[config.mk]
export PLATFORM = sky130hd
export DESIGN_NAME = feedback_rx
export DESIGN_NICKNAME = d
export VERILOG_FILES = /design/src/rtl/feedback_pkg.sv /design/src/rtl/glitch_filter.sv /design/src/rtl/feedback_rx.sv
export SDC_FILE = /design/constraint.sdc
export NUM_CORES = 1
export LEC_CHECK = 0
export CAP_MARGIN = 20
export CORE_MARGIN = 8
export CORE_UTILIZATION = 30
export CTS_CLUSTER_SIZE = 14
export DETAILED_ROUTE_END_ITERATION = 8
export HOLD_SLACK_MARGIN = 0.1
export PLACE_DENSITY_LB_ADDON = 0.25
export SYNTH_ARGS = -nofsm -noshare
export SYNTH_HDL_FRONTEND = slang
export SYNTH_SLANG_ARGS = --single-unit
[constraint.sdc]
create_clock -name clk -period 3.1 [get_ports clk]
set_input_delay 0.465 -clock clk [delete_from_list [all_inputs] [get_ports clk]]
set_output_delay 0.465 -clock clk [all_outputs]
set_load 0.1 [all_outputs]
[src/rtl/feedback_pkg.sv]
// Shared definitions for the feedback receive path: FSM state encoding and
// default counter widths.
package feedback_pkg;

    localparam logic [1:0] IDLE  = 2'd0;
    localparam logic [1:0] COUNT = 2'd1;
    localparam logic [1:0] DONE  = 2'd2;

    localparam int unsigned CNT_W_DEF = 8;
    localparam int unsigned WIN_W_DEF = 16;

endpackage : feedback_pkg

[src/rtl/glitch_filter.sv]
// Synchronises the raw feedback level into clk, accepts a new level only after
// FILT_LEN identical synchronised samples, and emits one-cycle edge strobes.
// Ports:
//   clk, rst    - system clock, asynchronous active-high reset
//   fb_in       - raw feedback level, asynchronous to clk
//   fb_clean    - filtered level (registered)
//   rise_pulse  - one-cycle strobe on fb_clean 0->1 (registered)
//   fall_pulse  - one-cycle strobe on fb_clean 1->0 (registered)
module glitch_filter #(
    parameter int unsigned SYNC_STAGES = 2,
    parameter int unsigned FILT_LEN    = 3
) (
    input  logic clk,
    input  logic rst,
    input  logic fb_in,
    output logic fb_clean,
    output logic rise_pulse,
    output logic fall_pulse
);

    logic [SYNC_STAGES-1:0] sync_q, sync_d;
    logic [FILT_LEN-1:0]    shr_q, shr_d;
    logic                   fb_clean_q, fb_clean_d;
    logic                   rise_q, rise_d;
    logic                   fall_q, fall_d;
    logic                   s_out;
    logic                   all_one;
    logic                   all_zero;

    assign s_out    = sync_q[SYNC_STAGES-1];
    assign all_one  = &shr_q;
    assign all_zero = ~|shr_q;

    // Shift in at bit 0; the truncating cast drops the oldest sample.
    assign sync_d = SYNC_STAGES'({sync_q, fb_in});
    assign shr_d  = FILT_LEN'({shr_q, s_out});

    // Level acceptance and strobe generation
    always_comb begin
        fb_clean_d = fb_clean_q;
        rise_d     = 1'b0;
        fall_d     = 1'b0;
        if (all_one && !fb_clean_q) begin
            fb_clean_d = 1'b1;
            rise_d     = 1'b1;
        end else if (all_zero && fb_clean_q) begin
            fb_clean_d = 1'b0;
            fall_d     = 1'b1;
        end
    end

    always_ff @(posedge clk or posedge rst) begin
        if (rst) begin
            sync_q     <= '0;
            shr_q      <= '0;
            fb_clean_q <= 1'b0;
            rise_q     <= 1'b0;
            fall_q     <= 1'b0;
        end else begin
            sync_q     <= sync_d;
            shr_q      <= shr_d;
            fb_clean_q <= fb_clean_d;
            rise_q     <= rise_d;
            fall_q     <= fall_d;
        end
    end

    assign fb_clean   = fb_clean_q;
    assign rise_pulse = rise_q;
    assign fall_pulse = fall_q;

endmodule : glitch_filter

[src/rtl/feedback_rx.sv]
// Feedback receiver: cleans the asynchronous feedback level and counts its
// rising edges over a programmable window of clk cycles.
// Ports:
//   clk, rst     - system clock, asynchronous active-high reset
//   fb_in        - raw feedback level
//   start        - request a window (accepted in IDLE/DONE only)
//   win_len      - window length in cycles, sampled on accepted start
//   fb_clean     - filtered feedback level
//   rise_pulse   - fb_clean rising-edge strobe
//   fall_pulse   - fb_clean falling-edge strobe
//   busy         - window running
//   count        - rising edges in last completed window
//   count_valid  - one-cycle strobe on count update
//   ovf          - edge count saturated in last window
module feedback_rx
    import feedback_pkg::*;
#(
    parameter int unsigned SYNC_STAGES = 2,
    parameter int unsigned FILT_LEN    = 3,
    parameter int unsigned CNT_W       = CNT_W_DEF,
    parameter int unsigned WIN_W       = WIN_W_DEF
) (
    input  logic             clk,
    input  logic             rst,
    input  logic             fb_in,
    input  logic             start,
    input  logic [WIN_W-1:0] win_len,
    output logic             fb_clean,
    output logic             rise_pulse,
    output logic             fall_pulse,
    output logic             busy,
    output logic [CNT_W-1:0] count,
    output logic             count_valid,
    output logic             ovf
);

    logic [1:0]       state_q, state_d;
    logic [WIN_W-1:0] win_cnt_q, win_cnt_d;
    logic [CNT_W-1:0] acc_q, acc_d, acc_inc;
    logic             sat_q, sat_d, sat_inc;
    logic             busy_q, busy_d;
    logic [CNT_W-1:0] count_q, count_d;
    logic             count_valid_q, count_valid_d;
    logic             ovf_q, ovf_d;
    logic             last_c;

    glitch_filter #(
        .SYNC_STAGES (SYNC_STAGES),
        .FILT_LEN    (FILT_LEN)
    ) u_filt (
        .clk        (clk),
        .rst        (rst),
        .fb_in      (fb_in),
        .fb_clean   (fb_clean),
        .rise_pulse (rise_pulse),
        .fall_pulse (fall_pulse)
    );

    // win_cnt of 1 marks the final counted cycle; 0 only occurs for win_len==0.
    assign last_c = (win_cnt_q <= WIN_W'(1));

    // State register
    always_ff @(posedge clk or posedge rst) begin
        if (rst) state_q <= IDLE;
        else     state_q <= state_d;
    end

    // Next-state logic
    always_comb begin
        state_d = state_q;
        case (state_q)
            IDLE, DONE: if (start) state_d = COUNT;
            COUNT:      if (last_c) state_d = DONE;
            default:    state_d = IDLE;
        endcase
    end

    // Saturating accumulator step for the current cycle
    always_comb begin
        acc_inc = acc_q;
        sat_inc = sat_q;
        if (rise_pulse) begin
            if (&acc_q) sat_inc = 1'b1;
            else        acc_inc = acc_q + CNT_W'(1);
        end
    end

    // Output / datapath next values
    always_comb begin
        win_cnt_d     = win_cnt_q;
        acc_d         = acc_q;
        sat_d         = sat_q;
        busy_d        = busy_q;
        count_d       = count_q;
        ovf_d         = ovf_q;
        count_valid_d = 1'b0;
        case (state_q)
            IDLE, DONE: begin
                if (start) begin
                    win_cnt_d = win_len;
                    acc_d     = '0;
                    sat_d     = 1'b0;
                    busy_d    = 1'b1;
                end
            end
            COUNT: begin
                acc_d     = acc_inc;
                sat_d     = sat_inc;
                win_cnt_d = win_cnt_q - WIN_W'(1);
                if (last_c) begin
                    busy_d        = 1'b0;
                    count_valid_d = 1'b1;
                    // A zero-length window reports nothing even if an edge arrived.
                    if (win_cnt_q == '0) begin
                        count_d = '0;
                        ovf_d   = 1'b0;
                    end else begin
                        count_d = acc_inc;
                        ovf_d   = sat_inc;
                    end
                end
            end
            default: busy_d = 1'b0;
        endcase
    end

    always_ff @(posedge clk or posedge rst) begin
        if (rst) begin
            win_cnt_q     <= '0;
            acc_q         <= '0;
            sat_q         <= 1'b0;
            busy_q        <= 1'b0;
            count_q       <= '0;
            count_valid_q <= 1'b0;
            ovf_q         <= 1'b0;
        end else begin
            win_cnt_q     <= win_cnt_d;
            acc_q         <= acc_d;
            sat_q         <= sat_d;
            busy_q        <= busy_d;
            count_q       <= count_d;
            count_valid_q <= count_valid_d;
            ovf_q         <= ovf_d;
        end
    end

    assign busy        = busy_q;
    assign count       = count_q;
    assign count_valid = count_valid_q;
    assign ovf         = ovf_q;

endmodule : feedback_rx
Word-level counts from Yosys, hierarchy flattened
Cells that the tools add are included.

Mux-type cells: 25. Magnitude comparators: 1. Eq/ne operators: 4. Reduce and logical (&&, ||, !) cells: 15. Add/sub/neg operators: 2.

Operator list (number): $mux 8 (4); $pmux 16 s2 (1); $le 16x1->1 const B (1); $logic_not 16->1 (1); $mux 16 (1); $pmux 8 s2 (1); $sub 16x1->16 const B (1); $mux 1 (13); $add 8x1->8 const B (1); $reduce_and 8->1 (1); $reduce_and 2->1 (3); $mux 2 (2); $ne 2x2->1 const B (2); $pmux 1 s2 (2); $pmux 2 s2 (1); $reduce_bool 2->1 (2); $reduce_and 3->1 (1); $reduce_or 3->1 (1); $eq 2x1->1 const B (1); $eq 2x2->1 const B (1); $logic_and 1x1->1 (2); $logic_not 1->1 (2); $logic_not 2->1 (1); $reduce_or 2->1 (1).

Bits in registers: 46.

Logic depth before layout (Yosys ltp)
Gate-level depths: netlist (run 1).

Word-level depth: 5. Depth in mapped cells: 7.

By module
A second synthesis (run 1) with hierarchy kept.

Cell total of the unflattened synthesis: 231. Area, all modules: 2314.7 um^2.

Modules (own cells, without submodules): feedback_rx (cells an instance 215, times used 1, sequential area each 950.9 um^2, area each 2063.2 um^2); glitch_filter (cells an instance 16, times used 1, sequential area each 200.2 um^2, area each 251.5 um^2).

Worst setup path before layout (run 1)
No wires, ideal clock.

Kind: reg-to-reg. Start: register u_filt.rise_q (netlist: u_filt.rise_pulse). End: register acc_q[5]. Required time: 2.979 ns. Arrival time: 1.901 ns. Library setup time: 0.121 ns. Setup slack: 1.078 ns. Stages on the path, launching flop included: 5. Clock period less this slack: 2.022 ns. Path through: dfrtp_1 -> nand3_1 -> a211oi_1 -> o21ai_0 -> a22o_1.

Cells in the longest elaborated chain, start to end: 2.

Ends and longest elaborated chain: from (decl) (RTL line glitch_filter.sv:24) `logic rise_q, rise_d;`; from (signal assigned) (RTL line glitch_filter.sv:63) `rise_q <= rise_d;`; $mux 8 (RTL line feedback_rx.sv:82) `if (rise_pulse) begin`; $pmux 8 s2 (RTL line feedback_rx.sv:97) `case (state_q)`; to (signal assigned) (RTL line feedback_rx.sv:130) `acc_q <= '0;`; to (signal assigned) (RTL line feedback_rx.sv:138) `acc_q <= acc_d;`; to (decl) (RTL line feedback_rx.sv:39) `logic [CNT_W-1:0] acc_q, acc_d, acc_inc;`.

Every way passes these cells. A chain may end at the register's enable or synchronous reset.

Worst setup path after layout (run 1)
Start: register win_cnt_q[4]. End: register count_q[2] (netlist: count[2]).

Cells in the longest elaborated chain, start to end: 2.

Ends and longest elaborated chain: from (decl) (RTL line feedback_rx.sv:38) `logic [WIN_W-1:0] win_cnt_q, win_cnt_d;`; from (signal assigned) (RTL line feedback_rx.sv:137) `win_cnt_q <= win_cnt_d;`; $le 16x1->1 or $logic_not 16->1 (tied branches) (RTL line feedback_rx.sv:60, feedback_rx.sv:114); $reduce_and 2->1 (no source line) or $mux 8 (tied branches); to (signal assigned) (RTL line feedback_rx.sv:141) `count_q <= count_d;`; to (decl) (RTL line feedback_rx.sv:42) `logic [CNT_W-1:0] count_q, count_d;`.

Parallel ways exist; a longest one is shown, timed or not.

==> results of run 1 <==
==> worst max path at each step <==
stage,cells after the start,from,to
finish,5,win_cnt_q[4],count[2]
global route,5,win_cnt_q[4],count[2]
CTS,5,win_cnt_q[9],count[2]
detailed placement,6,start,win_cnt_q[2]
global placement,6,start,win_cnt_q[2]
floorplan,4,u_filt.rise_pulse,acc_q[5]
==> cell families after synthesis <==
| kind of cell | after synthesis |
|---|---|
| DFF | 46 |
| buffers and inverters | 20 |
| xor gates and xnor gates | 4 |
| adders and majority gates | 4 |
| and+or+nand+nor | 86 |
| AOI/OAI and AO/OA | 66 |
| muxes | 6 |
==> metrics by stage <==
step	instance area, um^2	setup slack [ps]	hold WS, ps	utilization (%)
6_report	2869	937.3	356.8	37.32
4_1_cts	2849	943.6	359.3	37.06
5_1_grt	2869	763.2	372.2	37.32
2_1_floorplan	2361	1078	331.2	-
3_5_place_dp	2759	919.3	336.3	35.89
3_3_place_gp	2759	952.4	333.2	35.89
==> area by class of cell <==
cell class / instances / area, um^2
clock buffers: 5 / 68.82
clock inverters: 3 / 21.27
fillers: 803 / 4818
inverters: 8 / 35.03
multi-input cells: 166 / 1120
flip-flops and latches: 46 / 1151
well taps: 102 / 127.6
repair buffers: 38 / 345.3
==> layer usage <==
layer  GRT usage [%]  vias up
met5               0        -
met4           3.874        0
met3           3.071        6
met2           18.35       51
met1           13.36      951
li1                -      951
==> worst max-delay path, delay by kind of cell, from the launching register on <==
| family | cells | cell delay [ps] |
|---|---|---|
| buf+inv | 1 | 150 |
| flops | 1 | 430 |
| mux | 1 | 300 |
| simple gates | 3 | 1180 |
==> report_power, final <==
group	internal, mW	total, mW	leakage [nW]	switching (mW)
logic	0.225	0.511	0.518	0.287
clock network	0.159	0.383	0.0441	0.224
registers	0.720	0.882	0.582	0.161
total	1.10	1.78	1.14	0.672
==> state kept, by name, indices dropped and copies added (netlist names), 2 cells and up <==
signal         cells
win_cnt_q         16
u_filt.sync_q      2
acc_q              8
count              8
u_filt.shr_q       3
state_q            2
==> cell usage in the layout (no fill, tap or decap), types with 5 or more instances in the layout <==
cell type        count
nand2_1             16
a21oi_1             12
o21ai_0             10
nand4_1              6
clkbuf_8             5
nand3_1              9
nor2_1              18
o2bb2ai_1            6
a211oi_1             5
dfrtp_1             46
buf_4               18
clkdlybuf4s50_1     19
nor3_1              10
inv_1                6
==> results.cfg, run 1 <==
[yosys]
synthAdderAreaFrac_pct = 2.120
synthTopCellsByArea = dfrtp_1, nor2_1, a21oi_1
synth_top_family_by_area = compound AO/OA/AOI/OAI gates
synth_edf_count = 0
ys_async_sr_fraction_pct = 100.0
synth_top_cells_by_count = dfrtp_1, nor2_1, nand2_1
synth_top_area_share_pct = 48.75
ys_seq_area_share_pct = 48.75
ys_types = 54
yosys_warnings = 0
syn_avg_cell_area_um2 = 10.18
synth_simple_gate_area_share_pct = 20.03
synth_xor_area_share_pct = 1.484
synth-main-ff-cell = dfrtp_1
synthMuxAreaShare_pct = 3.233
syn-cell-area_um2 = 2361
syn_nets = 256
syn_inst = 232
synth-compound-area-share_pct = 20.56
post-synth-top-count-cell = dfrtp_1
yosys_register_bits = 46
yosysTopAreaCell = dfrtp_1

[place]
routabilityCongestion = 0.7835
portBuffers = 33
dpl.hpwl_mm = 4.052
placed_cells = 359

[global_route]
grt_usage_pct = 11.02
grt_pass1_wl_mm = 9.984
overflow = 0
antenna_found_initial = 0
grt_pass1_vias = 1996
grt_max_degree = 47

[cts]
clkSlewWorstSetupHoldPaths_ps = 90
clock-sinks = 46
postCtsSetupBuffers = 0
cts_root_buffer = clkbuf_8
cts_buffers = 5
cts_resized = 0
cts_tree = done
h-tree-depth = 2
clk_latency_ps = 310
hold_buffers = 0
clock_path_buffers = 2

[sta]
max_freq_mhz = 462.4
period_share_pct = 69.76
setup_viol = 0
tightest_slew_ps = 663.7
rsz0062_at_grt = no
drv_slew = 0
slew_headroom_pct = 55.76
finClkSkew_ps = 5.744
period_minus_slack_ps = 2163
finalHoldViolations = 0
tns_ps = 0

[detailed_routing]
routed.top_layer = met4
wl_mm = 5.801
wl_met3_um = 329
drc = 0
routed-wl-met2_mm = 2.822
ant_nets = 0
wire_per_inst_um = 15.76
met1_length_mm = 2.570
dr.pass1.iters = 4
initialDrtViolationCount = 61
vias_per_cell = 5.323
num_vias = 1959

[worst_setup_path]
reg2regPathDepth = 5
crit_type = flop to flop
r2r-end = count[2]
cp.required_ps = 3300
crit_arrival_ps = 2360
rrSetupSlack_ps = 940
reg2reg_from = win_cnt_q[4]
path_cells = or3_2, nor3_1, nand3_2, clkinv_4, mux2_4
slowest_stage = or3_2
cp-end-kind = flop
critPathLaunchType = flop
max_stage_delay_ps = 520
path_max_fanout = 8

[final_layout]
diodes = 0
fin_nets = 289
area_delta_synth_final_pct = 21.52
stdcell_count = 368
drive_gt1_share_pct = 17.29

[floorplanning]
rows = 32
top_level_ports = 34
start_util_pct = 30.71
die_w_um = 104.7
dieArea_um2 = 10970
core_area_um2 = 7687
die_y_um = 104.7

[power]
power.total_mw = 1.776
vdd_ir_drop_max_uv = 292.6
p_per_area_nw_per_um2 = 619.0
power_leakage_nw = 1.144

[hold_path]
hp-start = u_filt.sync_q[0]
hold_path_class = flop to flop
hold_path_depth = 0
whs_endpoint = u_filt.sync_q[1]

[run]
maxCapViolCount = 0

[outcome]
status = finished, final reports clean
No activity file was read; power rests on OpenSTA's default activity.
==> run 2: changes to the inputs <==
clock period = 2.2 ns   (was 3.1 ns; I/O delays follow)
==> run 2 against run 1 <==
Against the previous run:
- sequential power rose by 41%
- first-iteration DRC count rose by 92%
- worst setup slack lost 760 ps
- critical endpoint is now count[4]
- largest power group unchanged
- highest routed layer unchanged
==> results.cfg, run 2 (synthesized netlist as in run 1, its figures left out) <==
[worst_setup_path]
rrSetupSlack_ps = 180
reg2regPathDepth = 5
reg2reg_from = win_cnt_q[9]
r2r-end = count[4]
crit_type = flop to flop
cp-end-kind = flop
critPathLaunchType = flop
cp.required_ps = 2400
path_max_fanout = 7
crit_arrival_ps = 2220

[detailed_routing]
drc = 0
wire_per_inst_um = 15.67
dr.pass1.iters = 4
num_vias = 1945
ant_nets = 0
initialDrtViolationCount = 117
wl_mm = 5.877
vias_per_cell = 5.187

[place]
routabilityCongestion = 0.8237
dpl.hpwl_mm = 4.330
portBuffers = 33
detailedPlace.worstSlack_ps = 191.4
placed_area_um2 = 2831

[cts]
hold_buffers = 0
clkSlewWorstSetupHoldPaths_ps = 90
clock-sinks = 46
cts_tree = done
clock_path_buffers = 2
cts_root_buffer = clkbuf_8
clk_latency_ps = 300
cts_buffers = 5
cts_resized = 0
h-tree-depth = 2
postCtsSetupBuffers = 0

[global_route]
grt_pass1_vias = 1997
grt_max_degree = 29
grt_usage_pct = 11.55
grt_pass1_wl_mm = 10.44
overflow = 0
antenna_found_initial = 0

[sta]
hold_ws_ps = 335.3
layout_setup_ws_ps = 179.8
finClkSkew_ps = 6.436
drv_slew = 0
setup_viol = 0
max_freq_mhz = 495.0
rsz0062_at_grt = no
tns_ps = 0
tightest_slew_ps = 566.3
period_minus_slack_ps = 2020
slew_headroom_pct = 61.90
finalHoldViolations = 0
period_share_pct = 91.83

[floorplanning]
start_util_pct = 30.71
core_area_um2 = 7687
top_level_ports = 34
die_w_um = 104.7
rows = 32
dieArea_um2 = 10970
die_y_um = 104.7

[final_layout]
final_cell_area_um2 = 2945
fillerInstances = 797
largest_register_ffs = 16
fin_nets = 296
final_common_cell = dfrtp_1
layout_common_cells = dfrtp_1, buf_4, clkdlybuf4s50_1
area_delta_synth_final_pct = 24.75
multi_input_area_um2 = 1120
top_register = win_cnt_q
diodes = 0
register_area_um2 = 1151
drive_gt1_share_pct = 19.41

[hold_path]
hold_path_class = primary input to asynchronous set/reset pin

[run]
maxCapViolCount = 0

[power]
vdd_ir_drop_max_uv = 412.2
power_leakage_nw = 1.183
power.total_mw = 2.643
p_per_area_nw_per_um2 = 897.5

[outcome]
status = finished, final reports clean
run 2: cell types whose count changed in the layout (fill, tap and decap cells not counted):
cell	delta
buf_4	+7
bufinv_16	+1
clkinv_2	-1
clkinv_4	-1
clkinvlp_4	+1
run 2: where the power goes:
| part | switching, mW | total, mW | internal, mW |
|---|---|---|---|
| sequential | 0.229 | 1.24 | 1.01 |
| clock | 0.313 | 0.652 | 0.338 |
| combinational | 0.414 | 0.748 | 0.334 |
run 2: stage by stage:
stage / utilization, % / std cells
global route: 38.31 / 375
detailed placement: 36.83 / 367
floorplan: - / 232
CTS: 38.31 / 375
finish: 38.31 / 375
global placement: 36.83 / 367
run 2: cell type report:
cell class,instances,area share (%)
clock buffer,5,2.336
sequential,46,39.08
inverter,8,1.189
tap,102,4.333
multi-input combinational,166,38.02
clock inverter,3,1.529
timing repair buffer,45,13.51
run 2: how the worst max path moves through the flow:
stage	start	cells after the start	slack, ps	to
after global routing	win_cnt_q[9]	5	100	count[4]
after CTS	win_cnt_q[9]	5	180	count[4]
after global placement	win_cnt_q[9]	5	220	count[2]
after detailed placement	win_cnt_q[9]	5	190	count[4]
final	win_cnt_q[9]	5	180	count[4]
after floorplan	u_filt.rise_pulse	4	180	acc_q[5]
run 2: worst max-delay path, stage by stage, from the launching register on:
cell      delay (ps)
dfrtp_1          440
or4_4            590
nor4_2           310
nand3_2          160
clkinv_4         110
mux2_4           290
run 2: layer usage:
layer	part of all wire, %	wire length [um]	vias up	global-route usage, %
met2	45	2655	45	17.90
met3	4.5	263	6	3.071
met5	0	0	-	0
li1	-	-	961	-
met4	1.1	64	0	3.262
met1	49	2894	933	15.47
==> run 3: changes to the inputs <==
clock period = 2 ns   (was 2.2 ns; I/O delays follow)
==> run 3 against run 2 <==
Against the previous run:
- clock skew increased by 4.4 ps
- global-route usage fell by 0.12 points
- critical path type unchanged
- hold slack improved by 9.6 ps
- maximum frequency is 5.9% higher
- first-iteration DRC count decreased by 15%
- largest cell class unchanged
- via count up 3.0%
==> results.cfg, run 3 (synthesized netlist as in run 1, its figures left out) <==
[power]
pwr-share-seq_pct = 43.4
internal_power_mw = 1.946
vdd_ir_drop_max_uv = 413.6
power.total_mw = 3.010
combPwrFrac_pct = 33.4
swShare_pct = 35.36
p_per_area_nw_per_um2 = 993.1
pwr-share-clk_pct = 23.1
power_leakage_nw = 1.241
switchingPower_mw = 1.064

[detailed_routing]
num_vias = 2004
drc = 0
dr.pass1.iters = 4
wl_mm = 6.067
initialDrtViolationCount = 100
ant_nets = 0
vias_per_cell = 5.205
wire_per_inst_um = 15.76

[cts]
cts_buffers = 5
h-tree-depth = 2
clock-sinks = 46
cts_tree = done
cts_root_buffer = clkbuf_8
clk_latency_ps = 300
clock_path_buffers = 2
clkSlewWorstSetupHoldPaths_ps = 90

[sta]
period_minus_slack_ps = 1908
drv_slew = 0
hold_ws_ps = 344.9
finalHoldViolations = 0
rsz0062_at_grt = no
setup_viol = 0
period_share_pct = 95.41
max_freq_mhz = 524.1
finClkSkew_ps = 10.87
slew_headroom_pct = 67.13
tns_ps = 0
tightest_slew_ps = 488.6

[floorplanning]
die_w_um = 104.7
rows = 32
dieArea_um2 = 10970
core_area_um2 = 7687
start_util_pct = 30.71
die_y_um = 104.7
top_level_ports = 34

[worst_setup_path]
cpMostUsedCell = or4_4
cp.required_ps = 2180
path_max_fanout = 5
crit_arrival_ps = 2090
cp-end-kind = flop
slowest_stage = or4_4
reg2reg_from = win_cnt_q[9]
critPathLaunchType = flop
path_cells = or4_4, or4_4, o311ai_2, a21oi_1
max_stage_delay_ps = 590
rrSetupSlack_ps = 90
crit_type = flop to flop
r2r-end = busy
reg2regPathDepth = 4
cp-startpoint = win_cnt_q[9]

[place]
placed_area_um2 = 2900
routabilityCongestion = 0.8299
dpl.hpwl_mm = 4.383
portBuffers = 33
placed_cells = 376

[hold_path]
hold_path_class = primary input to asynchronous set/reset pin

[final_layout]
drive_gt1_share_pct = 22.26
area_delta_synth_final_pct = 28.35
top_register = win_cnt_q
final_cell_area_um2 = 3030
fillerInstances = 795
diodes = 0
layout_common_cells = dfrtp_1, buf_4, clkdlybuf4s50_1
fin_nets = 306
stdcell_count = 385
final_common_cell = dfrtp_1
largest_register_ffs = 16

[global_route]
grt_pass1_vias = 2105
grt_max_degree = 47
overflow = 0
grt_pass1_wl_mm = 10.32
antenna_found_initial = 0
grt_usage_pct = 11.43

[outcome]
status = finished, final reports clean

[run]
maxCapViolCount = 0
## run 3: power groups by stage
stage	sequential, mW	combinational, mW	clock [mW]
floorplan	1.34	0.588	0
global placement	1.31	0.985	0
detailed placement	1.32	0.988	0
CTS	1.30	0.995	0.718
global route	1.34	1.12	0.749
finish	1.31	1.01	0.696
## run 3: repair_timing
action,CTS,global route
hold buffers,0,0
resized for setup,0,2
setup endpoints to repair,0,9
buffers inserted,0,1
## run 3: layout make-up
type / instances / area [um^2] / area share, %
inverter: 8 / 35.03 / 1.156
multi-input combinational: 166 / 1136 / 37.49
clock buffer: 7 / 76.32 / 2.519
tap: 102 / 127.6 / 4.211
clock inverter: 1 / 30.03 / 0.9909
sequential: 46 / 1152 / 38.03
timing repair buffer: 55 / 473.0 / 15.61
## run 3: worst max path at each step
stage,endpoint,slack (ps),cells after the start
after CTS,count[7],60,4
after global routing,busy,30,4
after global placement,count[2],100,5
final,busy,90,4
after detailed placement,count[2],70,5
after floorplan,count[2],20,5
## run 3: per-stage QoR
| step | utilization (%) | worst slack (ps) |
|---|---|---|
| after floorplan | - | 21.38 |
| after global placement | 37.73 | 104.2 |
| after detailed placement | 37.73 | 67.57 |
| after CTS | 39.11 | 55.56 |
| after global routing | 39.42 | 30.19 |
| final | 39.42 | 91.88 |
## run 3: routing by layer
metal  track usage, %  part of all wire, %
met1            14.45                   47
met2            18.62                   47
met3            2.764                  4.1
met4            3.976                  1.3
met5                0                    0
## run 3: worst max-delay path, delay by kind of cell, from the launching register on
kind / cells / cell delay [ps]
AOI/OAI and AO/OA: 2 / 310
DFF: 1 / 380
and+or+nand+nor: 2 / 1100
==> edit 1 (config.mk and constraints of run 3) <==
`WIN_W_DEF`: 16 -> 32.
--- a/src/rtl/feedback_pkg.sv
+++ b/src/rtl/feedback_pkg.sv
@@ -8,5 +8,5 @@
 
     localparam int unsigned CNT_W_DEF = 8;
-    localparam int unsigned WIN_W_DEF = 16;
+    localparam int unsigned WIN_W_DEF = 32;
 
 endpackage : feedback_pkg
Ports: changed (resized win_len); port bits go from 34 to 50. The function was not compared with the original's and may differ.
==> edit 1 against run 3 <==
The flow now finishes with violations (negative setup slack). Design area is 53% higher. Die area is 35% higher. Routed wire length is 55% higher. Synthesized area is 42% higher. Clock skew is 0.0046 ns higher. Sequential cell count is 16 higher. Worst setup slack worse by 0.098 ns. Total power is 49% higher. Largest cell class is now multi-input gates.
==> edit 1: results (changes against run 3) <==
Status
Result of the run: complete, but fails checks (was completed). The checks that failed: negative setup slack.

Timing
The slew of the pin with the lowest slew margin is 0.362 ns (was 0.489 ns). The count of endpoints failing setup in the final report is 1 (was 0). The final setup slack of the worst path came to -0.00582 ns (was 0.0919 ns).

Power and ir drop
The total leakage power was 0.00202 µW (was 0.00124 µW). The switching fraction of total power was 36.3% (was 35.4%). The sequential share of power came to 40.5% (was 43.4%). The largest voltage drop on the vdd net is 0.000478 V (was 0.000414 V).

Finish
The non-clock buffer count in the final layout was 106 (was 55). The fraction of final layout cells with drive strength greater than 1 is 26.2% (was 22.3%). The register cell area after layout came to 1550 µm² (was 1150 µm²). The total number of multi-input combinational cells was 261 (was 166). The net count of the finished layout is 493 (was 306). The proportion of final cell area spent on non-clock buffers is 20.3% (was 15.6%). The non-clock inverter count in the final layout is 13 (was 8).

Logic synthesis
Top post-synthesis cells by area: sky130_fd_sc_hd__dfrtp_1 (46%), sky130_fd_sc_hd__nand2_1 (5.1%), sky130_fd_sc_hd__nor2_1 (3.9%) (was sky130_fd_sc_hd__dfrtp_1 (49%), sky130_fd_sc_hd__nor2_1 (2.9%), sky130_fd_sc_hd__a21oi_1 (2.5%)). The area share of fa/ha/maj cells after synthesis is 1.50% (was 2.12%). The fraction of the mapped netlist area in compound gates came to 16.9% (was 20.6%). The fraction of synthesized area in multiplexers is 5.92% (was 3.23%).

Top cells by instance count after synthesis: sky130_fd_sc_hd__dfrtp_1 (62), sky130_fd_sc_hd__nand2_1 (45), sky130_fd_sc_hd__nor2_1 (35), sky130_fd_sc_hd__nand3_1 (16), sky130_fd_sc_hd__nor3_1 (15) (was sky130_fd_sc_hd__dfrtp_1 (46), sky130_fd_sc_hd__nor2_1 (18), sky130_fd_sc_hd__nand2_1 (16), sky130_fd_sc_hd__a21oi_1 (12)). The sequential element share of the synthesized area is 46.4% (was 48.8%).

Global routing
The first-pass GRT wire length came to 15.5 mm (was 10.3 mm). The global-route usage over all layers is 13.2% (was 11.4%). The maximum number of pins on one net before global-route repair is 46 (was 47). The via count of the first global-routing pass came to 3082 (was 2105).

Placement
The worst slack at placement is -0.0227 ns (was 0.0676 ns). The placed instance area is 4330 µm² (was 2900 µm²). The count of input and output buffers was 49 (was 33).

The routability congestion estimate from global placement is 0.870 (was 0.830).

Setup path
The critical-path maximum fanout is 4 (was 5).

Routing
The average routed wire per standard cell came to 15.7 µm (was 15.8 µm). The number of vias after detailed routing is 3039 (was 2004).

Clock network
The number of sinks driven by the clock tree is 62 (was 46). The clock latency of the later-clocked register in the worst-skew pair is 0.36 ns (was 0.30 ns). The count of cells resized by post-cts repair is 1 (was 0).
-- edit 1: cell count changes in the layout (fill, tap and decap cells not counted), sizes merged, moves of 5 or more --
| cell | run 3 | this run |
|---|---|---|
| o21ai | 10 | 15 |
| o2bb2ai | 6 | 0 |
| nor4 | 3 | 9 |
| nor3 | 11 | 17 |
| mux2 | 4 | 9 |
| dfrtp | 46 | 62 |
| nand3 | 10 | 16 |
| nor2 | 18 | 36 |
| buf | 36 | 70 |
| nand2 | 16 | 45 |
| clkdlybuf4s50 | 19 | 35 |
| inv | 7 | 13 |
| mux2i | 2 | 7 |
-- edit 1: worst paths after layout --
kind | to | start | slack, ns | cells past startpoint
hold / removal | u_filt.sync_q[1] | rst | 0.13 | 2
max in group asynchronous | win_cnt_q[23] | rst | 1.42 | 3
setup reg to reg | count[0] | win_cnt_q[20] | -0.006 | 6
min in group clk | u_filt.shr_q[0] | u_filt.sync_q[1] | 0.35 | 0
hold reg to reg | u_filt.shr_q[0] | u_filt.sync_q[1] | 0.35 | 0
setup / recovery | count[0] | win_cnt_q[20] | -0.006 | 6
-- edit 1: metal layers --
metal | GRT usage (%) | wire length [µm] | vias up
li1 | - | - | 1519
met1 | 17.0 | 4540 | 1453
met2 | 21.1 | 4270 | 55
met3 | 2.64 | 400 | 12
met4 | 5.40 | 171 | 0
met5 | 0 | 0 | -
-- edit 1: critical path: stages, from the launching register on --
cell                        delay [ns]
sky130_fd_sc_hd__dfrtp_1          0.41
sky130_fd_sc_hd__nor4_4           0.34
sky130_fd_sc_hd__nand4_1          0.17
sky130_fd_sc_hd__nand4bb_1        0.25
sky130_fd_sc_hd__or2_4            0.28
sky130_fd_sc_hd__clkbuf_16        0.16
sky130_fd_sc_hd__mux2_4           0.28
==> edit 2 (settings of run 3) <==
Without the edit above. Add an input register stage for `win_len`; this delays it by one clock. The other inputs are not delayed to match. Comments in the files are not updated.
--- a/src/rtl/feedback_rx.sv
+++ b/src/rtl/feedback_rx.sv
@@ -34,4 +34,10 @@
     output logic             ovf
 );
+
+    logic [WIN_W-1:0] win_len_q;
+
+    always_ff @(posedge clk) begin
+        win_len_q <= win_len;
+    end
 
     logic [1:0]       state_q, state_d;
@@ -98,5 +104,5 @@
             IDLE, DONE: begin
                 if (start) begin
-                    win_cnt_d = win_len;
+                    win_cnt_d = win_len_q;
                     acc_d     = '0;
                     sat_d     = 1'b0;
Check against the original RTL: not equivalent (Yosys sat finds a counterexample within 4 cycles, from zero or initial values and one cycle with rst high).
==> edit 2 against run 3 <==
Worst setup slack got worse by 0.29 ns. Sequential share of layout area increased by 2.8 points. Total power increased by 24%. Non-clock buffer count increased by 13. Sequential cell count increased by 16. Sequential power increased by 24%. First-iteration DRC count decreased by 22%. Hold slack got worse by 0.047 ns. Design area increased by 19%. Critical endpoint is now count[6]. Combinational power increased by 4%. Synthesized area increased by 11%. The run now ends with negative setup slack left. Critical path type unchanged. Routed wire length decreased by 0.21%. Clock skew increased by 0.00070 ns.
==> edit 2: results (changes against run 3) <==
Status
Result of the run: complete, but fails checks (was completed). The final reports fail on negative setup slack.

Logic synthesis
The post-synthesis cell count came to 249 (was 232). The async set or reset register ratio after synthesis is 74.2% (was 100%). The area share of fa/ha/maj cells after synthesis is 1.91% (was 2.12%). The fraction of synthesized area in multiplexers is 3.20% (was 3.23%). Top cells by instance count after synthesis: sky130_fd_sc_hd__dfrtp_1 (46), sky130_fd_sc_hd__nor2_1 (22), sky130_fd_sc_hd__dfxtp_1 (16), sky130_fd_sc_hd__o21ai_0 (16) (was sky130_fd_sc_hd__dfrtp_1 (46), sky130_fd_sc_hd__nor2_1 (18), sky130_fd_sc_hd__nand2_1 (16), sky130_fd_sc_hd__a21oi_1 (12)). The post-synth net total is 273 (was 256). The number of distinct library cells after synthesis is 48 (was 54).

Global routing
The met1 layer usage reported by global route is 12.7% (was 14.4%). The first-pass GRT wire length came to 10.2 mm (was 10.3 mm). The maximum number of pins on one net before global-route repair was 27 (was 47).

The met3 usage is 4.51% (was 2.76%). The met2 routing resource usage after global routing is 17.7% (was 18.6%).

Power and ir drop
The total leakage power is 0.00150 µW (was 0.00124 µW).

Timing
The count of endpoints failing setup in the final report was 10 (was 0). The sum of negative setup slack was -1.18 ns (was 0 ns). The maximum clock skew at final layout is 0.0116 ns (was 0.0109 ns). The smallest hold slack is 0.297 ns (was 0.345 ns).

The final setup slack of the worst path is -0.197 ns (was 0.0919 ns).

Finish
The net count of the finished layout is 343 (was 306). The fraction of final layout cells with drive strength greater than 1 is 27.8% (was 22.3%).

Routing
The detailed-route wire length is 6.05 mm (was 6.07 mm). The wire length on met2 is 2.82 mm (was 2.86 mm). The number of vias per cell after detailed routing is 4.88 (was 5.21). The sum of met3 wire segment lengths after detailed routing came to 346 µm (was 250 µm). The number of vias after detailed routing came to 2107 (was 2004).

Setup path
The arrival time of data at the critical path endpoint is 2.42 ns (was 2.09 ns). The critical-path maximum fanout was 3 (was 5). The source of the worst register-to-register timing path is win_cnt_q[8] (was win_cnt_q[9]).

Clock network
The total number of H-tree levels is 3 (was 2). The clock latency of the later-clocked register in the worst-skew pair is 0.34 ns (was 0.30 ns).

Placement
The final HPWL from detailed placement is 4.31 mm (was 4.38 mm). The routability congestion estimate from global placement was 0.830 (about the same).
==> edit 2: cell types whose count changed after synthesis, moves of 4 or more <==
cell | run 3 | this run
sky130_fd_sc_hd__o31ai_1 | 0 | 6
sky130_fd_sc_hd__nor2_1 | 18 | 22
sky130_fd_sc_hd__o21ai_0 | 10 | 16
sky130_fd_sc_hd__o2bb2ai_1 | 6 | 1
sky130_fd_sc_hd__dfxtp_1 | 0 | 16
sky130_fd_sc_hd__nor4_1 | 2 | 7
sky130_fd_sc_hd__nand3_1 | 9 | 5
sky130_fd_sc_hd__a211oi_1 | 5 | 10
sky130_fd_sc_hd__inv_1 | 7 | 11
==> edit 2: critical path: stages (launching register included) <==
cell	delay, ns
sky130_fd_sc_hd__dfrtp_1	0.38
sky130_fd_sc_hd__or4_4	0.54
sky130_fd_sc_hd__or4_4	0.56
sky130_fd_sc_hd__nor3_4	0.26
sky130_fd_sc_hd__mux2_4	0.33
==> edit 2: power groups by stage <==
| stage | Clock (µW) | Combinational (µW) | Sequential [µW] |
|---|---|---|---|
| finish | 1070 | 1050 | 1620 |
| global route | 1170 | 1180 | 1640 |
| CTS | 1100 | 990 | 1600 |
| detailed placement | 0 | 978 | 1620 |
| global placement | 0 | 966 | 1610 |
| floorplan | 0 | 506 | 1670 |
==> edit 2: layout make-up <==
| cell class | count | area (µm²) |
|---|---|---|
| Sequential cell | 62 | 1470 |
| Tap cell | 108 | 135 |
| Timing Repair Buffer | 68 | 589 |
| Fill cell | 846 | 4990 |
| Clock inverter | 6 | 63.8 |
| Multi-Input combinational cell | 167 | 1180 |
| Clock buffer | 10 | 128 |
| Inverter | 11 | 41.3 |
==> edit 2: repair_timing <==
action / CTS / global route
pin swaps: 0 / 8
resized for setup: 2 / 33
setup buffers: 1 / 4
cloned: 0 / 0
endpoints found under the setup margin: 12 / 17
